File: src/rtl/ysyx_23060240_mem_arbiter_pkg.sv
// Shared types and encodings for the IFU/LSU memory arbiter and its LSU formatter.
package ysyx_23060240_mem_arbiter_pkg;

  typedef enum logic [1:0] {
    S_IDLE = 2'd0,
    S_REQ  = 2'd1,
    S_WAIT = 2'd2,
    S_RESP = 2'd3
  } state_e;

  typedef enum logic {
    OWN_IFU = 1'b0,
    OWN_LSU = 1'b1
  } owner_e;

  localparam logic [2:0] RD_LB  = 3'b000;
  localparam logic [2:0] RD_LH  = 3'b001;
  localparam logic [2:0] RD_LW  = 3'b010;
  localparam logic [2:0] RD_LBU = 3'b100;
  localparam logic [2:0] RD_LHU = 3'b101;

  localparam logic [1:0] WR_SB = 2'b00;
  localparam logic [1:0] WR_SH = 2'b01;
  localparam logic [1:0] WR_SW = 2'b10;

endpackage

File: src/rtl/ysyx_23060240_lsu_fmt.sv
// Combinational LSU lane formatting: store mask/replication and load lane extraction/extension.
module ysyx_23060240_lsu_fmt
  import ysyx_23060240_mem_arbiter_pkg::*;
(
  input  logic [1:0]  st_off,
  input  logic [1:0]  wr_ctrl,
  input  logic [31:0] st_wdata,
  output logic [3:0]  st_wmask,
  output logic [31:0] st_wdata_rep,
  input  logic [1:0]  ld_off,
  input  logic [2:0]  rd_ctrl,
  input  logic [31:0] ld_word,
  output logic [31:0] ld_data
);

  logic [31:0] byte_shift;
  logic [31:0] half_shift;
  logic [7:0]  ld_byte;
  logic [15:0] ld_half;

  // NOTE: every output of a combinational block gets a default first, so no path can infer a latch.
  always_comb begin
    st_wmask     = 4'b1111;
    st_wdata_rep = st_wdata;
    case (wr_ctrl)
      WR_SB: begin
        st_wmask     = 4'b0001 << st_off;
        st_wdata_rep = {4{st_wdata[7:0]}};
      end
      WR_SH: begin
        st_wmask     = 4'b0011 << {st_off[1], 1'b0};
        st_wdata_rep = {2{st_wdata[15:0]}};
      end
      default: ;
    endcase
  end

  always_comb begin
    byte_shift = ld_word >> {ld_off, 3'b000};
    half_shift = ld_word >> {ld_off[1], 4'b0000};
    ld_byte    = byte_shift[7:0];
    ld_half    = half_shift[15:0];
    case (rd_ctrl)
      RD_LB:   ld_data = {{24{ld_byte[7]}}, ld_byte};
      RD_LH:   ld_data = {{16{ld_half[15]}}, ld_half};
      RD_LBU:  ld_data = {24'd0, ld_byte};
      RD_LHU:  ld_data = {16'd0, ld_half};
      default: ld_data = ld_word;
    endcase
  end

endmodule

File: src/rtl/ysyx_23060240_mem_arbiter.sv
// Single-outstanding memory port arbiter: LSU priority with an IFU anti-starvation limit.
module ysyx_23060240_mem_arbiter
  import ysyx_23060240_mem_arbiter_pkg::*;
#(
  parameter int unsigned STARVE_MAX = 4
) (
  input  logic        clk,
  input  logic        rst_n,
  input  logic        ifu_req_valid,
  output logic        ifu_req_ready,
  input  logic [31:0] ifu_addr,
  output logic        ifu_rsp_valid,
  output logic [31:0] ifu_rdata,
  input  logic        lsu_req_valid,
  output logic        lsu_req_ready,
  input  logic        lsu_wen,
  input  logic [31:0] lsu_addr,
  input  logic [31:0] lsu_wdata,
  input  logic [2:0]  lsu_rd_ctrl,
  input  logic [1:0]  lsu_wr_ctrl,
  output logic        lsu_rsp_valid,
  output logic [31:0] lsu_rdata,
  output logic        mem_req_valid,
  input  logic        mem_req_ready,
  output logic [31:0] mem_addr,
  output logic        mem_wen,
  output logic [31:0] mem_wdata,
  output logic [3:0]  mem_wmask,
  input  logic        mem_rsp_valid,
  input  logic [31:0] mem_rdata
);

  localparam logic [3:0] STARVE_LIM = 4'(STARVE_MAX);

  state_e      state_q, state_d;
  owner_e      owner_q, owner_d;
  logic [31:0] addr_q, addr_d;
  logic        wen_q, wen_d;
  logic [2:0]  rd_ctrl_q, rd_ctrl_d;
  logic [31:0] wdata_q, wdata_d;
  logic [3:0]  wmask_q, wmask_d;
  logic [3:0]  starve_q, starve_d;
  logic [31:0] ifu_rdata_q, ifu_rdata_d;
  logic [31:0] lsu_rdata_q, lsu_rdata_d;

  logic [3:0]  st_wmask;
  logic [31:0] st_wdata_rep;
  logic [31:0] ld_data;
  logic        ifu_wins;

  // Stores are formatted from the live LSU inputs at accept; loads from the latched offset.
  ysyx_23060240_lsu_fmt u_fmt (
    .st_off       (lsu_addr[1:0]),
    .wr_ctrl      (lsu_wr_ctrl),
    .st_wdata     (lsu_wdata),
    .st_wmask     (st_wmask),
    .st_wdata_rep (st_wdata_rep),
    .ld_off       (addr_q[1:0]),
    .rd_ctrl      (rd_ctrl_q),
    .ld_word      (mem_rdata),
    .ld_data      (ld_data)
  );

  always_comb begin
    state_d       = state_q;
    owner_d       = owner_q;
    addr_d        = addr_q;
    wen_d         = wen_q;
    rd_ctrl_d     = rd_ctrl_q;
    wdata_d       = wdata_q;
    wmask_d       = wmask_q;
    starve_d      = starve_q;
    ifu_rdata_d   = ifu_rdata_q;
    lsu_rdata_d   = lsu_rdata_q;
    ifu_req_ready = 1'b0;
    lsu_req_ready = 1'b0;
    ifu_wins      = ifu_req_valid && (!lsu_req_valid || starve_q == STARVE_LIM);

    case (state_q)
      S_IDLE: begin
        if (ifu_wins) begin
          ifu_req_ready = 1'b1;
          owner_d       = OWN_IFU;
          addr_d        = ifu_addr;
          wen_d         = 1'b0;
          rd_ctrl_d     = RD_LW;
          wdata_d       = 32'd0;
          wmask_d       = 4'b0000;
          starve_d      = 4'd0;
          state_d       = S_REQ;
        end else if (lsu_req_valid) begin
          lsu_req_ready = 1'b1;
          owner_d       = OWN_LSU;
          addr_d        = lsu_addr;
          wen_d         = lsu_wen;
          rd_ctrl_d     = lsu_rd_ctrl;
          wdata_d       = lsu_wen ? st_wdata_rep : 32'd0;
          wmask_d       = lsu_wen ? st_wmask : 4'b0000;
          if (ifu_req_valid && starve_q != STARVE_LIM) starve_d = starve_q + 4'd1;
          state_d       = S_REQ;
        end
      end
      S_REQ: begin
        if (mem_req_ready) state_d = S_WAIT;
      end
      S_WAIT: begin
        if (mem_rsp_valid) begin
          state_d = S_RESP;
          if (owner_q == OWN_IFU) ifu_rdata_d = mem_rdata;
          else                    lsu_rdata_d = wen_q ? 32'd0 : ld_data;
        end
      end
      S_RESP:  state_d = S_IDLE;
      default: state_d = S_IDLE;
    endcase
  end

  // NOTE: sequential state uses non-blocking assignments so every flop samples pre-edge values.
  // NOTE: datapath registers are reset too, because they drive outputs that must read 0 after reset.
  always_ff @(posedge clk or negedge rst_n) begin
    if (!rst_n) begin
      state_q     <= S_IDLE;
      owner_q     <= OWN_IFU;
      addr_q      <= 32'd0;
      wen_q       <= 1'b0;
      rd_ctrl_q   <= RD_LW;
      wdata_q     <= 32'd0;
      wmask_q     <= 4'b0000;
      starve_q    <= 4'd0;
      ifu_rdata_q <= 32'd0;
      lsu_rdata_q <= 32'd0;
    end else begin
      state_q     <= state_d;
      owner_q     <= owner_d;
      addr_q      <= addr_d;
      wen_q       <= wen_d;
      rd_ctrl_q   <= rd_ctrl_d;
      wdata_q     <= wdata_d;
      wmask_q     <= wmask_d;
      starve_q    <= starve_d;
      ifu_rdata_q <= ifu_rdata_d;
      lsu_rdata_q <= lsu_rdata_d;
    end
  end

  assign mem_req_valid = (state_q == S_REQ);
  assign mem_addr      = {addr_q[31:2], 2'b00};
  assign mem_wen       = wen_q;
  assign mem_wdata     = wdata_q;
  assign mem_wmask     = wmask_q;
  assign ifu_rsp_valid = (state_q == S_RESP) && (owner_q == OWN_IFU);
  assign lsu_rsp_valid = (state_q == S_RESP) && (owner_q == OWN_LSU);
  assign ifu_rdata     = ifu_rdata_q;
  assign lsu_rdata     = lsu_rdata_q;

endmodule

File: config.mk
export PLATFORM = sky130hd
export DESIGN_NAME = ysyx_23060240_mem_arbiter
export DESIGN_NICKNAME = d
export VERILOG_FILES = /design/src/rtl/ysyx_23060240_mem_arbiter_pkg.sv /design/src/rtl/ysyx_23060240_lsu_fmt.sv /design/src/rtl/ysyx_23060240_mem_arbiter.sv
export SDC_FILE = /design/constraint.sdc
export NUM_CORES = 1
export LEC_CHECK = 0
export CORE_MARGIN = 1
export CORE_UTILIZATION = 41
export DETAILED_ROUTE_END_ITERATION = 7
export GPL_ROUTABILITY_DRIVEN = 0
export PLACE_DENSITY = 0.9
export SLEW_MARGIN = 0
export SYNTH_ARGS = -nofsm -noshare
export SYNTH_HDL_FRONTEND = slang
export SYNTH_HIERARCHICAL = 1
export SYNTH_SLANG_ARGS = --single-unit
File: constraint.sdc
create_clock -name clk -period 1.81 [get_ports clk]
set_input_delay 0.362 -clock clk [delete_from_list [all_inputs] [get_ports clk]]
set_output_delay 0.362 -clock clk [all_outputs]
set_load 0.03 [all_outputs]
==> results.sh, run 1 <==
export IMPL_synth_cells=740
export IMPL_regArea_um2=3580
export IMPL_finalHoldViolations=0
export IMPL_insertion_delay_ns=0.41
export IMPL_clock_sinks=143
export IMPL_grtUsageTotal_pct=24.5
export IMPL_path_cells="inv_2 -> ha_4 -> nand3b_1 -> a21oi_2 -> buf_6"
export IMPL_finish_utilization_pct=61.3
export IMPL_overflow=0
export IMPL_grt_pass1_vias=6495
export IMPL_die_area_um2=18800
export IMPL_drt_iter0_drc=519
export IMPL_start_util_pct=41.7
export IMPL_async_reset_ff_share_pct=100
export IMPL_drtPass1Iterations=7
export IMPL_ios=278
export IMPL_clk_pin_slew_ns=0.06
export IMPL_wl_um=22900
export IMPL_multiInputGateArea_um2=3370
export IMPL_rsz0062_at_grt="yes"
export IMPL_wl_per_cell_um=18.6
export IMPL_layout_common_cells="dfrtp_1, clkdlybuf4s50_1, nand2_1, dlygate4sd2_1, buf_4"
export IMPL_drv_cap=0
export IMPL_r2r_end="lsu_rdata[23]"
export IMPL_fp_dieH_um=137
export IMPL_endpoint_kind="output pin"
export IMPL_grt_antenna_before_repair=1
export IMPL_num_antenna_cells=0
export IMPL_cp_required_ns=1.45
export IMPL_cts_max_level=4
export IMPL_clockBufferDepth=2
export IMPL_hold_path_class="input pin to async pin"
export IMPL_cts_tree="yes"
export IMPL_numCtsBuffers=17
export IMPL_syn_area_um2=7490
export IMPL_power_density_nw_per_um2=1770
export IMPL_ys_seq_elements=143
export IMPL_crit_type="register to output pin"
export IMPL_cts_root_buffer="clkbuf_16"
export IMPL_min_period_ns=1.87
export IMPL_place_hpwl_um=16400
export IMPL_grt_first_pass_wirelength_um=35000
export IMPL_num_vias=6700
export IMPL_nFillCells=1465
export IMPL_outcome="complete, but fails checks"
export IMPL_synth_edff_count=0
export IMPL_seq_area_frac_synth_pct=47.8
export IMPL_critPathSlowestCell="dfrtp_1"
export IMPL_drtAntennaViolNets=0
export IMPL_die_w_um=137
export IMPL_critPathLaunchType="register"
export IMPL_finalPower_w=0.0196
export IMPL_synth_distinct_cells=47
export IMPL_dp_slack_ns=-0.360
export IMPL_cpPeakStageDelay_ns=0.39
export IMPL_portBuffers=275
export IMPL_failed_checks="negative setup slack"
export IMPL_core_um2=18000
export IMPL_synth_ff_type="dfrtp_1"
export IMPL_skew_ns=0.00629
export IMPL_grt_max_degree=65
export IMPL_final_period_utilization_pct=103
export IMPL_vdd_drop_max_mv=1.14
export IMPL_drive_above_1_share_pct=13.7
export IMPL_yosysWarnings=6
export IMPL_syn_avg_cell_area_um2=10.1
export IMPL_final_common_cell="dfrtp_1"
export IMPL_num_rows=49
export IMPL_max_freq_mhz=535
export IMPL_r2r_setup_slack_ns=-0.01
export IMPL_arrival_ns=1.51
export IMPL_leakage_nw=5.32
export IMPL_viasPerCell=5.44
export IMPL_drc_errors=0
export IMPL_drv_slew=0
export IMPL_r2r_start="addr_q[0]"
export IMPL_fin_ws_ns=-0.0597
export IMPL_rr_worst_depth=7
export IMPL_finalSetupViolations=3
export IMPL_area_growth_pct=47.1
export IMPL_layout_nets=1137
export IMPL_path_max_fanout=2
## layout make-up
| class | count | share of cell area (%) |
|---|---|---|
| flip-flops and latches | 143 | 32.5 |
| multi-input cells | 488 | 30.6 |
| inverters | 9 | 0.341 |
| repair buffers | 332 | 29.0 |
| clock inverters | 10 | 0.818 |
| well taps | 229 | 2.60 |
| clock buffers | 20 | 4.15 |
## sequential cells by signal, indices dropped and copies added, names as in the netlist
register,count
starve_q,4
state_q,2
mem_wmask,4
lsu_rdata,32
mem_wen,1
addr_q,32
mem_wdata,32
owner_q,1
ifu_rdata,32
rd_ctrl_q,3
## layer usage
| metal | share of wire [%] | global-route usage, % | vias up |
|---|---|---|---|
| met5 | 0.065 | 0 | - |
| met4 | 2.4 | 9.16 | 2 |
| met3 | 7.1 | 5.52 | 39 |
| met2 | 50 | 40.7 | 294 |
| met1 | 41 | 31.3 | 3282 |
| li1 | - | - | 3083 |
## cells by family (layout without fill, tap and decap cells)
kind of cell | Yosys count | after routing | share of synthesized area [%]
simple gates | 245 | 245 | 16.1
compound gates | 161 | 161 | 15.7
flops | 143 | 143 | 47.8
buf+inv | 110 | 371 | 8.45
mux | 74 | 74 | 10.9
fa+ha+maj | 6 | 6 | 1.00
other cells | 1 | 2 | 0.0501
## critical path: cells and delay by family, from the launching register on
| family | cells | cell delay [ns] |
|---|---|---|
| flip-flops | 1 | 0.39 |
| buffers and inverters | 2 | 0.24 |
| adder cells (fa/ha/maj) | 1 | 0.16 |
| AND/OR/NAND/NOR | 1 | 0.13 |
| AO/OA/AOI/OAI | 1 | 0.18 |
## Yosys cell counts, types with 2 or more instances
master | n | area [µm²]
a21o_1 | 4 | 30.0
a21oi_1 | 10 | 50.1
a221o_1 | 8 | 80.1
a22o_1 | 46 | 403
and2_1 | 2 | 12.5
buf_1 | 2 | 7.51
buf_2 | 11 | 55.1
buf_4 | 41 | 308
buf_6 | 7 | 78.8
clkbuf_1 | 40 | 150
dfrtp_1 | 142 | 3550
ha_1 | 6 | 75.1
inv_1 | 9 | 33.8
mux2_1 | 33 | 372
mux2_2 | 17 | 191
mux2i_1 | 23 | 230
nand2_1 | 142 | 533
nand2b_1 | 33 | 206
nand3_1 | 3 | 15.0
nand3b_1 | 10 | 75.1
nand4_1 | 33 | 206
nor2_1 | 4 | 15.0
nor2b_1 | 10 | 62.6
o211ai_1 | 32 | 240
o21a_1 | 2 | 15.0
o21ai_0 | 8 | 40.0
o21ai_1 | 34 | 170
o21bai_1 | 2 | 15.0
o22a_1 | 8 | 70.1
## through the flow
step	instance area [µm²]	hold WS (ns)	TNS, ns	std cells
after global placement	10400	0.259	-7.41	1189
final	11000	0.404	-0.0939	1231
after global routing	11000	0.425	-0.760	1231
after floorplan	7500	0.0664	0	741
after detailed placement	10400	0.263	-8.77	1189
after CTS	10900	0.404	-0.0771	1226
## where the power goes
part | internal, W | switching [W] | leakage [nW]
sequential | 0.00474 | 0.000912 | 1.81
combinational | 0.00417 | 0.00645 | 3.25
clock | 0.00194 | 0.00134 | 0.264
## repair_timing
| action | 4_1_cts | 5_1_grt |
|---|---|---|
| resized for setup | 140 | 24 |
| endpoints found under the setup margin | 144 | 22 |
| pin swaps | 4 | 4 |
| cloned | 0 | 1 |
| setup buffers | 6 | 4 |
| endpoints found under the hold margin | 26 | 0 |
| hold buffers | 1 | 0 |
## worst max-delay path by stage
stage | startpoint | end | slack [ns] | cells after the start
after CTS | starve_q[1] | ifu_req_ready | -0.06 | 5
final | starve_q[1] | ifu_req_ready | -0.06 | 5
after global routing | starve_q[1] | ifu_req_ready | -0.13 | 5
after global placement | mem_rdata[7] | lsu_rdata[24] | -0.27 | 7
after detailed placement | mem_rdata[7] | lsu_rdata[29] | -0.36 | 7
after floorplan | addr_q[0] | lsu_rdata[10] | 0.07 | 7
(Power assumes the default switching activity.)
==> run 2: changes to the inputs <==
MAX_ROUTING_LAYER = met4   (was unset)
TNS_END_PERCENT = 5   (was unset)
==> results.sh, run 2 (synthesized netlist as in run 1, its figures left out) <==
export IMPL_clk_pin_slew_ns=0.06
export IMPL_wl_per_cell_um=18.5
export IMPL_leakage_nw=5.28
export IMPL_ios=278
export IMPL_outcome="complete, but fails checks"
export IMPL_portBuffers=275
export IMPL_drc_errors=0
export IMPL_power_density_nw_per_um2=1770
export IMPL_finish_utilization_pct=60.8
export IMPL_overflow=0
export IMPL_insertion_delay_ns=0.41
export IMPL_r2r_start="addr_q[0]"
export IMPL_finalHoldViolations=0
export IMPL_core_um2=18000
export IMPL_startpoint="starve_q[1]"
export IMPL_num_vias=6663
export IMPL_dp_cells=1189
export IMPL_finalSetupViolations=2
export IMPL_cts_root_buffer="clkbuf_16"
export IMPL_skew_ns=0.00730
export IMPL_layout_nets=1132
export IMPL_die_w_um=137
export IMPL_final_period_utilization_pct=103
export IMPL_critPathLaunchType="register"
export IMPL_start_util_pct=41.7
export IMPL_drv_slew=0
export IMPL_endpoint_kind="output pin"
export IMPL_critPathSlowestCell="dfrtp_1"
export IMPL_grtUsageTotal_pct=25.2
export IMPL_grt_first_pass_wirelength_um=34900
export IMPL_fp_dieH_um=137
export IMPL_drive_above_1_share_pct=12.5
export IMPL_num_rows=49
export IMPL_failed_checks="negative setup slack"
export IMPL_finalPower_w=0.0193
export IMPL_wl_um=22700
export IMPL_die_area_um2=18800
export IMPL_area_growth_pct=45.8
export IMPL_drtPass1Iterations=5
export IMPL_drtAntennaViolNets=0
export IMPL_max_freq_mhz=537
export IMPL_cts_tree="yes"
export IMPL_drt_iter0_drc=597
export IMPL_viasPerCell=5.43
export IMPL_hold_path_class="input pin to async pin"
export IMPL_cpPeakStageDelay_ns=0.39
export IMPL_place_area_um2=10400
export IMPL_crit_family="flip-flops"
export IMPL_rsz0062_at_grt="yes"
export IMPL_numCtsBuffers=17
export IMPL_crit_type="register to output pin"
export IMPL_layout_common_cells="nand2_1, dfrtp_1, clkdlybuf4s50_1, dlygate4sd2_1, a22o_1"
export IMPL_timing_hold_ws_ns=0.405
export IMPL_min_period_ns=1.86
export IMPL_grt_antenna_before_repair=1
export IMPL_clockBufferDepth=2
export IMPL_grt_pass1_vias=6509
export IMPL_arrival_ns=1.50
export IMPL_path_max_fanout=2
export IMPL_cts_max_level=4
export IMPL_clock_sinks=143
export IMPL_fin_ws_ns=-0.0529
export IMPL_fin_area_um2=10900
export IMPL_grt_max_degree=65
export IMPL_critPathBufInv=2
export IMPL_instances_no_fill=1227
export IMPL_path_cells="inv_2 -> ha_4 -> nand3b_1 -> a21oi_2 -> buf_6"
export IMPL_vdd_drop_max_mv=1.08
export IMPL_cp_required_ns=1.45
export IMPL_drv_cap=0
export IMPL_place_hpwl_um=16400
## run 2: repair_timing
| action | in CTS | in global routing |
|---|---|---|
| endpoints found under the hold margin | 26 | 0 |
| endpoints found under the setup margin | 144 | 21 |
| pin swaps | 4 | 0 |
| gates resized for setup | 140 | 14 |
| hold buffers | 1 | 0 |
| setup buffers | 6 | 0 |
## run 2: final timing paths
kind	end	depth (start not counted)	slack [ns]
setup / recovery	ifu_req_ready	5	-0.05
hold / removal	lsu_rdata[1]	2	0.40
setup reg to reg	lsu_rdata[29]	6	0.03
hold reg to reg	lsu_rdata[8]	2	0.48
max in group asynchronous	addr_q[0]	3	0.76
min in group clk	rd_ctrl_q[1]	3	0.47
## run 2: layout make-up
class	instances	area (µm²)
Fill cell	1480	7040
Sequential cell	143	3580
Multi-Input combinational cell	488	3330
Timing Repair Buffer	327	3130
Clock buffer	20	457
Tap cell	229	287
Clock inverter	10	90.1
Inverter	9	33.8
Antenna cell	1	2.50
## run 2: power breakdown
part	internal (W)	total, W	switching, W
combinational	0.00405	0.0104	0.00637
clock	0.00194	0.00328	0.00134
sequential	0.00474	0.00565	0.000909
## run 2: routing by layer
metal	vias up	GRT usage [%]	share of wire, %
met1	3252	31.4	41
met3	39	4.67	7.1
met5	-	-	0
met2	297	40.7	49
met4	0	9.40	2.7
li1	3075	-	-
## run 2: through the flow
stage,setup slack (ns),setup TNS [ns]
after floorplan,0.0718,0
after global placement,-0.266,-7.41
after detailed placement,-0.360,-8.77
after CTS,-0.0551,-0.0771
after global routing,-0.138,-0.251
final,-0.0529,-0.0607
==> run 3: changes to the inputs <==
PLACE_DENSITY = 0.81   (was 0.9)
SKIP_CTS_REPAIR_TIMING = 1   (was unset)
==> results.sh, run 3 (synthesized netlist as in run 1, its figures left out) <==
export IMPL_outcome="complete, but fails checks"
export IMPL_cts_root_buffer="clkbuf_16"
export IMPL_arrival_ns=1.55
export IMPL_fin_tns_setup_ns=-0.146
export IMPL_numCtsBuffers=17
export IMPL_failed_checks="negative setup slack"
export IMPL_max_freq_mhz=524
export IMPL_die_w_um=137
export IMPL_cts_tree="yes"
export IMPL_drtAntennaViolNets=0
export IMPL_overflow=0
export IMPL_grt_max_degree=50
export IMPL_area_growth_pct=54.1
export IMPL_critPathLaunchType="register"
export IMPL_wl_per_cell_um=18.5
export IMPL_slew_headroom_pct=55.5
export IMPL_start_util_pct=41.7
export IMPL_ios=278
export IMPL_clock_sinks=143
export IMPL_crit_type="register to output pin"
export IMPL_layout_common_cells="nand2_1, dfrtp_1, clkdlybuf4s50_1, dlymetal6s2s_1, buf_4"
export IMPL_multiInputGateArea_um2=3330
export IMPL_instances_no_fill=1244
export IMPL_grt_first_pass_wirelength_um=34900
export IMPL_viasPerCell=5.47
export IMPL_min_period_ns=1.91
export IMPL_nFillCells=1424
export IMPL_layout_nets=1148
export IMPL_num_vias=6810
export IMPL_p_seq_share_pct=27.6
export IMPL_place_hpwl_um=16500
export IMPL_drtPass1Iterations=5
export IMPL_grtUsageTotal_pct=25.0
export IMPL_final_common_cell="nand2_1"
export IMPL_critPathSlowestCell="dfrtp_1"
export IMPL_wl_um=23000
export IMPL_insertion_delay_ns=0.41
export IMPL_power_density_nw_per_um2=1770
export IMPL_combPwrFrac_pct=54.8
export IMPL_drt_iter0_drc=457
export IMPL_leakage_nw=6.63
export IMPL_finalSetupViolations=2
export IMPL_drv_slew=0
export IMPL_grt_antenna_before_repair=1
export IMPL_crit_family="flip-flops"
export IMPL_portBuffers=275
export IMPL_drv_cap=0
export IMPL_tightest_slew_ns=0.667
export IMPL_internal_power_w=0.0118
export IMPL_num_rows=49
export IMPL_drc_errors=0
export IMPL_fp_dieH_um=137
export IMPL_regArea_um2=3580
export IMPL_path_cells="inv_2 -> ha_4 -> nand3b_1 -> a21oi_2 -> buf_6"
export IMPL_p_clk_share_pct=17.6
export IMPL_grt_pass1_vias=6662
export IMPL_core_um2=18000
export IMPL_skew_ns=0.00743
export IMPL_rsz0062_at_grt="yes"
export IMPL_die_area_um2=18800
export IMPL_hold_path_class="input pin to register"
export IMPL_critPathBufInv=2
export IMPL_cp_required_ns=1.45
export IMPL_clockBufferDepth=2
export IMPL_endpoint_kind="output pin"
export IMPL_fin_ws_ns=-0.0974
export IMPL_dp_cells=1204
export IMPL_path_max_fanout=4
export IMPL_clk_pin_slew_ns=0.06
export IMPL_cts_max_level=4
export IMPL_finalHoldViolations=0
export IMPL_cpPeakStageDelay_ns=0.41
export IMPL_switchingPower_w=0.00863
export IMPL_drive_above_1_share_pct=13.5
export IMPL_vdd_drop_max_mv=0.950
export IMPL_final_period_utilization_pct=105
export IMPL_netSwitchingFraction_pct=42.2
## run 3: tightest hold or removal path, cell delays in order
cell,delay (ns)
clkdlybuf4s50_1,0.40
inv_1,0.05
a21oi_1,0.05
## run 3: through the flow
stage | hold WS [ns] | utilization [%] | total power, W | setup slack [ns] | cell area (µm²)
6_report | 0.465 | 64.2 | 0.0204 | -0.0974 | 11500
4_1_cts | -0.0832 | 61.9 | 0.0206 | -0.406 | 11100
3_3_place_gp | 0.361 | 58.6 | 0.0167 | -0.251 | 10500
3_5_place_dp | 0.366 | 58.6 | 0.0170 | -0.296 | 10500
2_1_floorplan | 0.0664 | - | 0.0126 | 0.0718 | 7500
5_1_grt | 0.489 | 64.2 | 0.0216 | -0.186 | 11500
## run 3: worst paths after layout
kind | depth (start not counted) | from | to | slack, ns
setup / recovery | 5 | starve_q[1] | ifu_req_ready | -0.1
hold / removal | 3 | lsu_rd_ctrl[1] | rd_ctrl_q[1] | 0.46
setup reg to reg | 5 | starve_q[0] | addr_q[10] | 0.03
hold reg to reg | 2 | lsu_rdata[11] | lsu_rdata[11] | 0.48
max in group asynchronous | 3 | rst_n | rd_ctrl_q[1] | 0.68
min in group asynchronous | 2 | rst_n | ifu_rdata[5] | 0.49
## run 3: cell type report
cell class / instances / share of cell area (%)
Timing Repair Buffer: 343 / 32.2
Sequential cell: 143 / 31.0
Multi-Input combinational cell: 488 / 28.8
Clock buffer: 21 / 3.99
Tap cell: 229 / 2.48
Clock inverter: 10 / 1.19
Inverter: 9 / 0.293
Antenna cell: 1 / 0.0217
## run 3: layer usage
metal / GRT usage [%] / vias to the layer above / share of wire (%)
li1: - / 3112 / -
met1: 31.4 / 3356 / 42
met2: 39.8 / 292 / 48
met3: 5.74 / 50 / 6.9
met4: 8.18 / 0 / 2.8
met5: - / - / 0
## run 3: power by group through the flow
stage / logic [W] / clock network, W / registers (W)
global placement: 0.0110 / 0 / 0.00569
floorplan: 0.00489 / 0 / 0.00770
detailed placement: 0.0112 / 0 / 0.00573
global route: 0.0119 / 0.00378 / 0.00586
finish: 0.0112 / 0.00359 / 0.00565
CTS: 0.0113 / 0.00364 / 0.00571
==> variant 1: new RTL, flow settings as in run 3 <==
The 4 states of `state_e` get a one-hot encoding in 4 bits.
--- a/src/rtl/ysyx_23060240_mem_arbiter_pkg.sv
+++ b/src/rtl/ysyx_23060240_mem_arbiter_pkg.sv
@@ -2,9 +2,9 @@
 package ysyx_23060240_mem_arbiter_pkg;
 
-  typedef enum logic [1:0] {
-    S_IDLE = 2'd0,
-    S_REQ  = 2'd1,
-    S_WAIT = 2'd2,
-    S_RESP = 2'd3
+  typedef enum logic [3:0] {
+    S_IDLE = 4'b0001,
+    S_REQ  = 4'b0010,
+    S_WAIT = 4'b0100,
+    S_RESP = 4'b1000
   } state_e;
 
Behaviour: no difference found for any inputs over 4 cycles, from zero or initial values and one cycle with rst_n low; so few cycles prove little.
==> variant 1 against run 3 <==
- the flow still finishes with violations (negative setup slack)
- synthesized cell count fell by 2.2%
- register-to-register slack got worse by 190 ps
- design area rose by 5.6%
- power fell by 4.5%
- die area rose by 7.9%
- sequential share of layout area fell by 1.2 points
- sequential cell count rose by 2
- first-iteration DRC count fell by 4.2%
- routed wire length rose by 8.1%
- area after synthesis rose by 8.1%
- worst setup slack got worse by 180 ps
- cell count rose by 1.9%
- non-clock buffer count rose by 14
- critical path depth did not move
- highest routed layer unchanged
==> variant 1: results (changes against run 3) <==
Worst-path clk slew 70 ps; Seq/Total Area, Yosys 44.9% (-2.9 points); total routed wirelength 24900 um (+8.1%); Avg Cell Area, Syn 11.2 um2 (+10%); Fillers 1536 (+7.9%); worst vdd ir 0.858 mV (-9.7%); DP Worst Slack -527 ps (-231 ps); H-tree levels 4 (unchanged); vias in the first global route 6838 (+2.6%); slowest stage cell, crit path dfstp_2; Worst Hold Class input port to flip-flop; DPL Wire Length 17200 um (+4.3%); YS warnings 6 (unchanged); P_leak 7.27 nW (+9.6%); status finished, violations left; clock root buffer clkbuf_16; final layout net count 1131 (-1.5%); Synth Area in Adders 0.309% (-0.69 points); GRT Overall Usage 24.9% (-0.091 points); drt via density 5.51 (+0.67%); number of buffers created by CTS 17 (unchanged); Post-Place Cells 1228 (+2.0%); first-pass GRT wire length 37600 um (+7.6%); Synth Area in Compound Gates 17.5% (+1.7 points); Net Switching 8.08 mW (-6.4%); commonest cells in the netlist dfrtp_1, a31oi_1, mux2_4; post-route clock skew 10.7 ps (+3.26 ps); DRT iter0 DRCs 438 (-4.2%); worst rel slew slack 61.1% (+5.6 points); ys flop type dfrtp_1; endpoints failing setup 69 (+67); port bufs 275 (unchanged); violated checks negative setup slack; distinct cell type count after synthesis 54 (+15%); Async SR Flop Fraction 100% (unchanged); largest net degree at the start of global routing 42 (-16%); hold path depth 3 (unchanged); post-synthesis mux area share 17.2% (+6.3 points); Synth area leaders dfrtp_1, mux2_4, a31oi_1; share of cells above drive strength 1 22.1% (+8.5 points); clk_lat worst skew 420 ps; critical path arrival 1720 ps (+170 ps); crit-path max cell delay 550 ps (+140 ps); maximum root-to-sink buffer count 2 (unchanged); Crit Path Max Fanout 4 (unchanged); Post-Synth XOR/XNOR Area 0% (unchanged); fin cells 1268 (+1.9%); r2r worst-path depth 5 (unchanged); Pre-antenna DRT Iters 5 (unchanged); antenna violations before repair 1 (unchanged); final worst setup slack -274 ps (-177 ps)
## variant 1: cell types whose count changed after synthesis, moves of 31 or more
cell,change
nand3_1,+32
nand4_1,-33
o21ai_1,-34
a31oi_1,+65
mux2_4,+60
nor2b_1,+31
mux2_1,-33
nand2_1,-100
## variant 1: worst paths after layout
check                           slack, ps                        end                       from
min in group asynchronous             440  ifu_rdata[11]$_DFFE_PN0P_                      rst_n
worst max-delay path                 -270              ifu_req_ready     state_q[0]$_DFFE_PN1P_
worst min register to register        500  mem_wdata[12]$_DFFE_PN0P_  mem_wdata[12]$_DFFE_PN0P_
worst min-delay path                  430   rd_ctrl_q[1]$_DFFE_PN1P_             lsu_rd_ctrl[1]
worst max register to register       -160   ifu_rdata[4]$_DFFE_PN0P_     state_q[1]$_DFFE_PN0P_
max in group asynchronous             750     state_q[0]$_DFFE_PN1P_                      rst_n
## variant 1: logic make-up after synthesis
family | Yosys count
AO/OA/AOI/OAI | 192
adder cells (fa/ha/maj) | 2
buffers and inverters | 123
flip-flops | 145
multiplexers | 105
other | 1
AND/OR/NAND/NOR | 156
## variant 1: per-stage QoR
step	cell area, um2	setup TNS [ps]
after floorplan	8100	-4930
after global placement	11100	-25820
after detailed placement	11100	-27980
after CTS	11700	-8820
after global routing	12200	-11890
final	12200	-9390
## variant 1: cell type report
cell class	count	area [um2]	area share, %
antenna	1	2.50	0.0205
sequential	145	3630	29.8
multi-input combinational	457	3750	30.8
clock buffer	17	425	3.49
timing repair buffer	357	3850	31.6
clock inverter	15	149	1.22
tap	265	332	2.72
inverter	11	41.3	0.339
## variant 1: power groups by stage
stage                     Sequential, mW  Combinational [mW]  Clock [mW]
after floorplan                     7.11                5.08           0
after global placement              5.49                10.3           0
after detailed placement            5.52                10.5           0
after CTS                           5.50                10.5        3.55
after global routing                5.63                11.2        3.70
final                               5.46                10.6        3.49
## variant 1: metal layers
layer  up-vias  global-route usage [%]  wire (um)
met5         -                       -          0
met4         0                    12.7        991
met3        61                    3.63       1300
met2       325                    39.1      12100
met1      3430                    31.3      10500
li1       3172                       -          -
## variant 1: worst max-delay path: cells and delay by family, from the launching register on
family	cells	cell delay, ps
flops	1	550
compound gates	1	130
simple gates	2	330
buf+inv	2	300
==> variant 2: new RTL, flow settings as in run 3 <==
Made on the original files. Reset style: synchronous (`rst_n`), changed in one clocked block.
--- a/src/rtl/ysyx_23060240_mem_arbiter.sv
+++ b/src/rtl/ysyx_23060240_mem_arbiter.sv
@@ -118,5 +118,5 @@
   // NOTE: sequential state uses non-blocking assignments so every flop samples pre-edge values.
   // NOTE: datapath registers are reset too, because they drive outputs that must read 0 after reset.
-  always_ff @(posedge clk or negedge rst_n) begin
+  always_ff @(posedge clk) begin
     if (!rst_n) begin
       state_q     <= S_IDLE;
Formal check against the unedited RTL: differs if rst_n is asserted again (counterexample within 4 cycles, from zero or initial values and one cycle with rst_n low); with rst_n held inactive, the same outputs for 4 cycles.
==> variant 2 against run 3 <==
- the flow still finishes with violations (negative setup slack)
- hold slack worse by 180 ps
- worst setup slack better by 26 ps
- sequential cell count unchanged
- area after synthesis down 3.2%
- routed wire length up 5.5%
- clock skew up 2.7 ps
- sequential share of layout area down 5.6 points
- design area down 2.3%
- fmax up 1.4%
- core utilization up 0.95 points
Power is not compared: it rests on default switching activity, and its combinational part moved more than twofold at a synthesized area within 25%.
==> variant 2: results (changes against run 3) <==
status finished, violations left; violated checks negative setup slack; beginning of the worst hold path rst_n; nonclk inv count 8 (-1); drt wl/cell 17.5 um (-5.5%); via count 7558 (+11%); worst rel slew slack 64.0% (+8.5 points); R2R Path Start addr_q[1]$_SDFFE_PN0P_; Global Route met1 Usage 31.9% (+0.51 points); full die area 0.0182 mm2 (-3.2%); hold path depth 2 (-1); P_leak around 6.3 nW; Async SR Flop Fraction 0% (-100 points); Avg Cell Area, Syn 7.91 um2 (-22%); WHS Endpoint rd_ctrl_q[1]$_SDFFE_PN1P_; ys flop type dfxtp_1; multi-input gate count 642 (+32%); top cell category buffers; Fillers 1415 (-0.63%); maximum root-to-sink buffer count 2 (unchanged); Seq/Total Area, Yosys 39.5% (-8.3 points); share of cells above drive strength 1 12.5% (-0.97 points); distinct cell type count after synthesis 51 (+8.5%); final worst setup slack -71.5 ps (+25.9 ps); Finished Core Util 65.2% (+0.95 points); Multi-input gate area 0.00369 mm2 (+11%); grt met2 use 43.4% (+3.6 points); DRT iter0 DRCs 749 (+64%); largest net degree at the start of global routing 71 (+42%); CLK BUF 20 (-4.8%); vias in the first global route 7068 (+6.1%); crit-path max cell delay 360 ps (-50 ps); worst hold slack 282 ps (-183 ps); Non-CTS buffers 339 (-1.2%); clock-cell share of area 5.01% (-0.17 points); # diodes 0 (-1); worst setup path startpoint starve_q[0]$_SDFFE_PN0P_; RR Endpoint lsu_rdata[8]$_SDFFE_PN0P_; fin cells 1389 (+12%); Data buffer area share 34.0% (+1.8 points); post-route clock skew 10.1 ps (+2.69 ps); Setup TNS -111 ps (+34.8 ps); GRT Overall Usage 27.0% (+2.0 points); Post-Place Cells 1351 (+12%); clk_lat worst skew 430 ps (+20 ps); critical path arrival 1520 ps (-30 ps); placed inst area 0.0103 mm2 (-2.4%); commonest cells in the netlist nand2_1, dfxtp_1, o21ai_0; Synth area leaders dfxtp_1, nand2_1, o21ai_0; DPL Wire Length 17100 um (+3.7%); slowest stage cell, crit path dfxtp_4; endpoints failing setup 2 (unchanged); GRT met3 Usage 7.02% (+1.3 points); Pre-antenna DRT Iters 6 (+1); Worst Hold Class input port to flip-flop; sequential cell area share 25.5% (-5.6 points); Reg2Reg Setup Slack 50 ps (+20 ps); antenna violations before repair 0 (-1)
[variant 2: cell types whose count changed after synthesis, moves of 31 or more]
cell,delta
o211ai_1,-31
dfxtp_1,+143
nand2_1,+40
nand3b_1,+33
dfrtp_1,-142
a31oi_1,+33
a22o_1,-38
o21ai_0,+98
a21oi_1,+68
mux2_1,-33
nand3_1,+72
[variant 2: kinds of logic after synthesis]
family | synth area share [%]
buf+inv | 10.2
other cells | 0.0517
simple gates | 23.0
compound gates | 20.2
flops | 39.5
fa+ha+maj | 1.04
mux | 5.99
[variant 2: power breakdown]
group	internal, mW	leakage, nW	switching, mW
registers	3.65	1.17	0.287
clock network	1.97	0.277	1.42
logic	2.17	4.89	2.79
total	7.79	6.34	4.50
[variant 2: routing by layer]
metal	part of all wire, %	vias to the layer above	wire (um)
met5	0	-	0
li1	-	3642	-
met4	2.5	0	612
met3	9.5	43	2310
met1	40	3473	9690
met2	48	400	11700
